### src/rtl/heart_pulse_timer_pkg.sv
// Shared definitions for the heartbeat interval timer: FSM encoding, STATUS
// bit positions and the status-word packing used by RTL and bench alike.
package heart_pulse_timer_pkg;

    typedef enum logic [1:0] {
        StIdle = 2'd0,
        StArm  = 2'd1,
        StMeas = 2'd2
    } hpt_state_e;

    // STATUS word bit positions; [7:3] read as zero.
    localparam int unsigned StValid   = 0;
    localparam int unsigned StTimeout = 1;
    localparam int unsigned StBeat    = 2;

    // Period counter saturation value; reaching it means no beat was seen.
    localparam logic [7:0] CntMax = 8'hFF;

    // Width of the debounce stability counter and its threshold input.
    localparam int unsigned DebW = 8;

    function automatic logic [7:0] pack_status(input logic valid, input logic timeout,
                                               input logic beat);
        logic [7:0] s;
        s            = '0;
        s[StValid]   = valid;
        s[StTimeout] = timeout;
        s[StBeat]    = beat;
        return s;
    endfunction

endpackage

### src/rtl/heart_pulse_timer_pulse_debouncer.sv
// Synchronises the raw sensor pulse and debounces it on prescaler ticks.
// edge_o is a one-cycle strobe in the cycle the debounced level first reads high.
module heart_pulse_timer_pulse_debouncer
    import heart_pulse_timer_pkg::*;
(
    input  logic            clk_i,
    input  logic            reset_ni,
    input  logic            pulse_i,
    input  logic            tick_i,
    input  logic [DebW-1:0] deb_ticks_i,
    output logic            deb_o,
    output logic            edge_o
);

    logic            sync1_q, sync2_q;
    logic            deb_q, edge_q;
    logic [DebW-1:0] stab_q;

    // Two-flop synchroniser, then count ticks of disagreement before adopting the new level.
    always_ff @(posedge clk_i) begin
        if (!reset_ni) begin
            sync1_q <= 1'b0;
            sync2_q <= 1'b0;
            deb_q   <= 1'b0;
            edge_q  <= 1'b0;
            stab_q  <= '0;
        end else begin
            sync1_q <= pulse_i;
            sync2_q <= sync1_q;
            edge_q  <= 1'b0;
            if (sync2_q == deb_q) begin
                // Agreement with the current level restarts the stability count.
                stab_q <= '0;
            end else if (tick_i) begin
                if ((stab_q + DebW'(1)) >= deb_ticks_i) begin
                    deb_q  <= sync2_q;
                    edge_q <= sync2_q;
                    stab_q <= '0;
                end else begin
                    stab_q <= stab_q + DebW'(1);
                end
            end
        end
    end

    assign deb_o  = deb_q;
    assign edge_o = edge_q;

endmodule

### src/rtl/heart_pulse_timer.sv
// Heartbeat interval timer: prescaler, tick-based period counter and the
// IDLE/ARM/MEAS state machine that publishes PERIOD, STATUS and BEATS words.
module heart_pulse_timer
    import heart_pulse_timer_pkg::*;
#(
    parameter int unsigned Prescale  = 500000,
    parameter int unsigned DebTicks  = 2,
    parameter int unsigned MinPeriod = 25
) (
    input  logic       clk_i,
    input  logic       reset_ni,
    input  logic       pulse_i,
    input  logic       en_i,
    output logic [7:0] period_o,
    output logic [7:0] status_o,
    output logic [7:0] beats_o
);

    localparam int unsigned PreW = (Prescale > 1) ? $clog2(Prescale) : 1;

    logic [PreW-1:0] presc_q, presc_d;
    logic            tick_w;
    logic            deb_w, edge_w, beat_edge_w;

    hpt_state_e      state_q;
    logic [7:0]      cnt_q, cnt_tick_d;
    logic [7:0]      period_q, beats_q;
    logic            valid_q, timeout_q, beat_q;

    assign tick_w  = (presc_q == PreW'(Prescale - 1));
    assign presc_d = tick_w ? '0 : presc_q + PreW'(1);

    // Free-running prescaler producing the tick strobe.
    always_ff @(posedge clk_i) begin
        if (!reset_ni) begin
            presc_q <= '0;
        end else begin
            presc_q <= presc_d;
        end
    end

    heart_pulse_timer_pulse_debouncer u_debouncer (
        .clk_i       (clk_i),
        .reset_ni    (reset_ni),
        .pulse_i     (pulse_i),
        .tick_i      (tick_w),
        .deb_ticks_i (DebW'(DebTicks)),
        .deb_o       (deb_w),
        .edge_o      (edge_w)
    );

    // Only treat the strobe as a beat while the debounced level is actually high.
    assign beat_edge_w = edge_w & deb_w;

    // Saturating tick count used whenever no load to zero happens.
    assign cnt_tick_d = (tick_w && (cnt_q != CntMax)) ? cnt_q + 8'd1 : cnt_q;

    // Measurement FSM with its registered output words; EN low outranks everything but reset.
    always_ff @(posedge clk_i) begin
        if (!reset_ni) begin
            state_q   <= StIdle;
            cnt_q     <= '0;
            period_q  <= '0;
            beats_q   <= '0;
            valid_q   <= 1'b0;
            timeout_q <= 1'b0;
            beat_q    <= 1'b0;
        end else if (!en_i) begin
            state_q <= StIdle;
            cnt_q   <= '0;
            valid_q <= 1'b0;
        end else begin
            unique case (state_q)
                StIdle: begin
                    cnt_q   <= '0;
                    valid_q <= 1'b0;
                    state_q <= StArm;
                end
                StArm: begin
                    cnt_q <= '0;
                    if (beat_edge_w) begin
                        beats_q   <= beats_q + 8'd1;
                        beat_q    <= ~beat_q;
                        timeout_q <= 1'b0;
                        state_q   <= StMeas;
                    end
                end
                StMeas: begin
                    if (beat_edge_w && (cnt_q >= 8'(MinPeriod))) begin
                        period_q <= cnt_q;
                        valid_q  <= 1'b1;
                        cnt_q    <= '0;
                        beats_q  <= beats_q + 8'd1;
                        beat_q   <= ~beat_q;
                    end else if (cnt_q == CntMax) begin
                        timeout_q <= 1'b1;
                        valid_q   <= 1'b0;
                        period_q  <= '0;
                        cnt_q     <= '0;
                        state_q   <= StArm;
                    end else begin
                        // Refractory edges fall through here and the count keeps running.
                        cnt_q <= cnt_tick_d;
                    end
                end
                default: begin
                    state_q <= StIdle;
                    cnt_q   <= '0;
                end
            endcase
        end
    end

    assign period_o = period_q;
    assign status_o = pack_status(valid_q, timeout_q, beat_q);
    assign beats_o  = beats_q;

endmodule

### config.mk
export PLATFORM = sky130hd
export DESIGN_NAME = heart_pulse_timer
export DESIGN_NICKNAME = d
export VERILOG_FILES = /design/src/rtl/heart_pulse_timer_pkg.sv /design/src/rtl/heart_pulse_timer_pulse_debouncer.sv /design/src/rtl/heart_pulse_timer.sv
export SDC_FILE = /design/constraint.sdc
export NUM_CORES = 1
export LEC_CHECK = 0
export CORE_MARGIN = 3
export CORE_UTILIZATION = 25
export DETAILED_ROUTE_END_ITERATION = 7
export GPL_TIMING_DRIVEN = 0
export SLEW_MARGIN = 20
export SYNTH_ARGS = -nofsm -noshare
export SYNTH_HDL_FRONTEND = slang
export SYNTH_SLANG_ARGS = --single-unit
### constraint.sdc
create_clock -name clk_i -period 2.5 [get_ports clk_i]
set_input_delay 0.5 -clock clk_i [delete_from_list [all_inputs] [get_ports clk_i]]
set_output_delay 0.5 -clock clk_i [all_outputs]
set_load 0.01 [all_outputs]
==> metrics.csv <==
stage;metric;value;unit
clock_tree;htree_num_levels;3;
detailed_routing;vias;2364;
setup_path;r2r_end;cnt_q[4];
synth;yosysUniqueCellTypes;51;
synth;synth_ff_type;dfxtp_1;
job;drv_cap;0;
floorplan;die_w;112;um
power_and_ir_drop;p_per_area;634;mW/mm^2
status;status;completed;
setup_path;cp.arrival;2.61;ns
layout;nNetsFinal;375;
min_path;whs_path_depth;1;
clock_tree;ctsHoldBuffers;0;
setup_path;critPathSlowestCell;or4b_4;
floorplan;row_count;38;
clock_tree;cts_buffer_depth;2;
place;dp_hpwl;4.33;mm
setup_path;worstSetupStartpoint;presc_q[1];
synth;syn_area;0.00282;mm^2
setup_path;crit_path_max_incr_delay;0.55;ns
timing;slew_headroom;0.482;
timing;hold_viol_final;0;
clock_tree;tritoncts;yes;
place;placed_area;0.00323;mm^2
detailed_routing;routed_wl;5.96;mm
detailed_routing;post_drt_wl_per_cell;11.7;um
setup_path;critPathMaxFanout;6;
setup_path;ff2ff_path_depth;7;
synth;async_flop_share;0;
clock_tree;clkLatencyLatePin;0.32;ns
layout;drive_gt1_frac;0.100;
floorplan;die_area;0.0126;mm^2
floorplan;start_util;0.258;
clock_tree;clk_pin_slew;0.05;ns
grt;overflow;0;
power_and_ir_drop;p_leak;1.20;nW
floorplan;io_pins;28;
grt;grt_use_total;0.0957;
setup_path;required;2.75;ns
place;pre_cts_ws;-0.0672;ns
power_and_ir_drop;ir_worst_vdd;0.289;mV
synth;synth_edf_count;0;
setup_path;reg2reg_slack;0.13;ns
layout;final_area;0.00355;mm^2
timing;slew_violations;0;
synth;ys_ff_latch;60;
setup_path;endpoint;cnt_q[4];
setup_path;endpoint_kind;flop;
timing;tightestPinTransition;0.770;ns
detailed_routing;viasPerCell;4.64;
detailed_routing;drtIter0Drc;94;
timing;finClkSkew;0.00659;ns
power_and_ir_drop;total_power;2.25;mW
synth;yosys-top-cells-area;dfxtp_1, nor2_1, xor2_1;
synth;syn_inst;328;
synth;yosysSeqAreaShare;0.426;
place;gp_congestion;0.833;
layout;areaGrowthSynthToFinish;26.0;%
clock_tree;root_buffer;clkbuf_16;
detailed_routing;drc;0;
min_path;hp-class;reg2reg;
timing;setup_ws;0.133;ns
setup_path;r2r-start;presc_q[1];
timing;fmax;0.422;GHz
detailed_routing;dr.pass1.iters;4;
synth;avgSynthCellArea;8.59;um^2
setup_path;path_cells;ha_4 > nand2_1 > or4_1 > buf_2 > or4b_4 > or4_1 > o21ai_0;
detailed_routing;ant_nets;0;
layout;final_util;0.325;
grt;grt_pass1_vias;2153;
clock_tree;clock-sinks;60;
place;portBuffers;22;
floorplan;core-area;0.0109;mm^2
synth;yosysWarnings;0;
setup_path;crit_path_frequent_cell;or4_1;
layout;antenna_cells;0;
timing;setup_viol;0;
timing;fin_crit_sh;0.947;
synth;synth_area_leader_cell;dfxtp_1;
grt;grt_pass1_wl;10.0;mm
timing;whs;0.425;ns
setup_path;path_class;reg2reg;
synth;synth_top_area_frac;0.426;
clock_tree;cts_buffers;9;
timing;period_needed;2.37;ns
timing;grt_setup_unrepaired;no;
floorplan;die_height;112;um
grt;grt_max_degree;17;
setup_path;start_kind;flop;
grt;antenna_found_initial;0;
-- worst min path at each step --
stage	startpoint	to	slack, ns
global route	u_debouncer.sync1_q	u_debouncer.sync2_q	0.43
global placement	u_debouncer.sync1_q	u_debouncer.sync2_q	0.42
CTS	u_debouncer.sync1_q	u_debouncer.sync2_q	0.43
floorplan	u_debouncer.sync1_q	u_debouncer.sync2_q	0.41
detailed placement	u_debouncer.sync1_q	u_debouncer.sync2_q	0.42
finish	u_debouncer.sync1_q	u_debouncer.sync2_q	0.43
-- placed cells by master (no fill, tap or decap), types with 3 or more instances in the layout --
cell,n
nor4_1,3
inv_1,10
dfxtp_1,59
a21oi_1,17
clkbuf_1,9
and3_1,8
nor2_1,36
clkdlybuf4s50_1,22
ha_1,6
conb_1,5
a211oi_1,3
clkbuf_16,9
or4_1,7
buf_4,8
xor2_1,15
o21ai_0,13
nand4_1,4
a31o_2,3
and4_1,5
nand2_1,27
mux2i_1,4
xnor2_1,7
a31oi_1,3
nand3_1,20
and2_1,10
nor3_1,9
nand2b_1,4
o31ai_1,3
-- sequential cells by signal, summed over array words and instances (netlist names) --
signal / count
beat_q: 1
beats_o: 8
cnt_q: 8
period_o: 8
presc_q: 19
state_q: 2
timeout_q: 1
u_debouncer.deb_o: 1
u_debouncer.edge_o: 1
u_debouncer.stab_q: 8
u_debouncer.sync1_q: 1
u_debouncer.sync2_q: 1
valid_q: 1
-- worst max-delay path: cells and delay by family, from the launching register on --
kind / cells / cell delay, ns
compound gates: 1 / 0.07
simple gates: 4 / 1.50
fa+ha+maj: 1 / 0.18
buf+inv: 1 / 0.18
flops: 1 / 0.38
-- final cells by class --
class,instances,area (um^2)
clock inverters,4,47.5
multi-input cells,242,1510
fillers,1143,7380
plain buffers,18,100
well taps,140,175
repair buffers,22,220
inverters,11,41.3
flip-flops and latches,60,1200
clock buffers,12,256
-- power by group --
group | total (mW) | internal, mW | switching [mW]
Clock | 1.23 | 0.821 | 0.409
Combinational | 0.0479 | 0.0188 | 0.0291
Sequential | 0.972 | 0.964 | 0.00747
Total | 2.25 | 1.80 | 0.446
-- synth_stat cells, types with 3 or more instances --
| master | count |
|---|---|
| nand3_1 | 20 |
| a21oi_1 | 17 |
| xnor2_1 | 7 |
| clkbuf_1 | 10 |
| o31ai_1 | 3 |
| nor2_1 | 36 |
| o21ai_0 | 13 |
| nor4_1 | 3 |
| mux2i_1 | 4 |
| inv_1 | 10 |
| a31oi_1 | 3 |
| nand4_1 | 4 |
| nand2_1 | 27 |
| dfxtp_1 | 60 |
| nand2b_1 | 4 |
| xor2_1 | 15 |
| and4_1 | 5 |
| ha_1 | 7 |
| nor3_1 | 9 |
| a211oi_1 | 3 |
| or4_1 | 7 |
| and2_1 | 10 |
| a31o_2 | 3 |
| and3_1 | 8 |
| buf_4 | 8 |
-- metal layers --
metal,GRT usage,part of all wire,vias to the layer above
met5,0,0,-
met4,0.0385,0.011,0
met3,0.0367,0.049,7
met2,0.151,0.46,38
met1,0.118,0.48,1088
li1,-,-,1231
-- what timing repair did --
item | CTS | global route
endpoints found under the setup margin | 10 | 28
buffers inserted | 0 | 0
gates resized for setup | 0 | 6
-- kinds of logic after synthesis --
kind of cell | share of synthesized area
mux | 0.0182
compound gates | 0.124
other cells | 0.00133
simple gates | 0.280
xor+xnor | 0.0684
flops | 0.426
buf+inv | 0.0510
fa+ha+maj | 0.0311
-- through the flow --
| step | setup TNS (ns) | cells |
|---|---|---|
| 2_1_floorplan | 0 | 332 |
| 3_3_place_gp | -0.353 | 494 |
| 3_5_place_dp | -0.574 | 494 |
| 4_1_cts | 0 | 509 |
| 5_1_grt | 0 | 509 |
| 6_report | 0 | 509 |
Power figures use the tool's default switching activity.
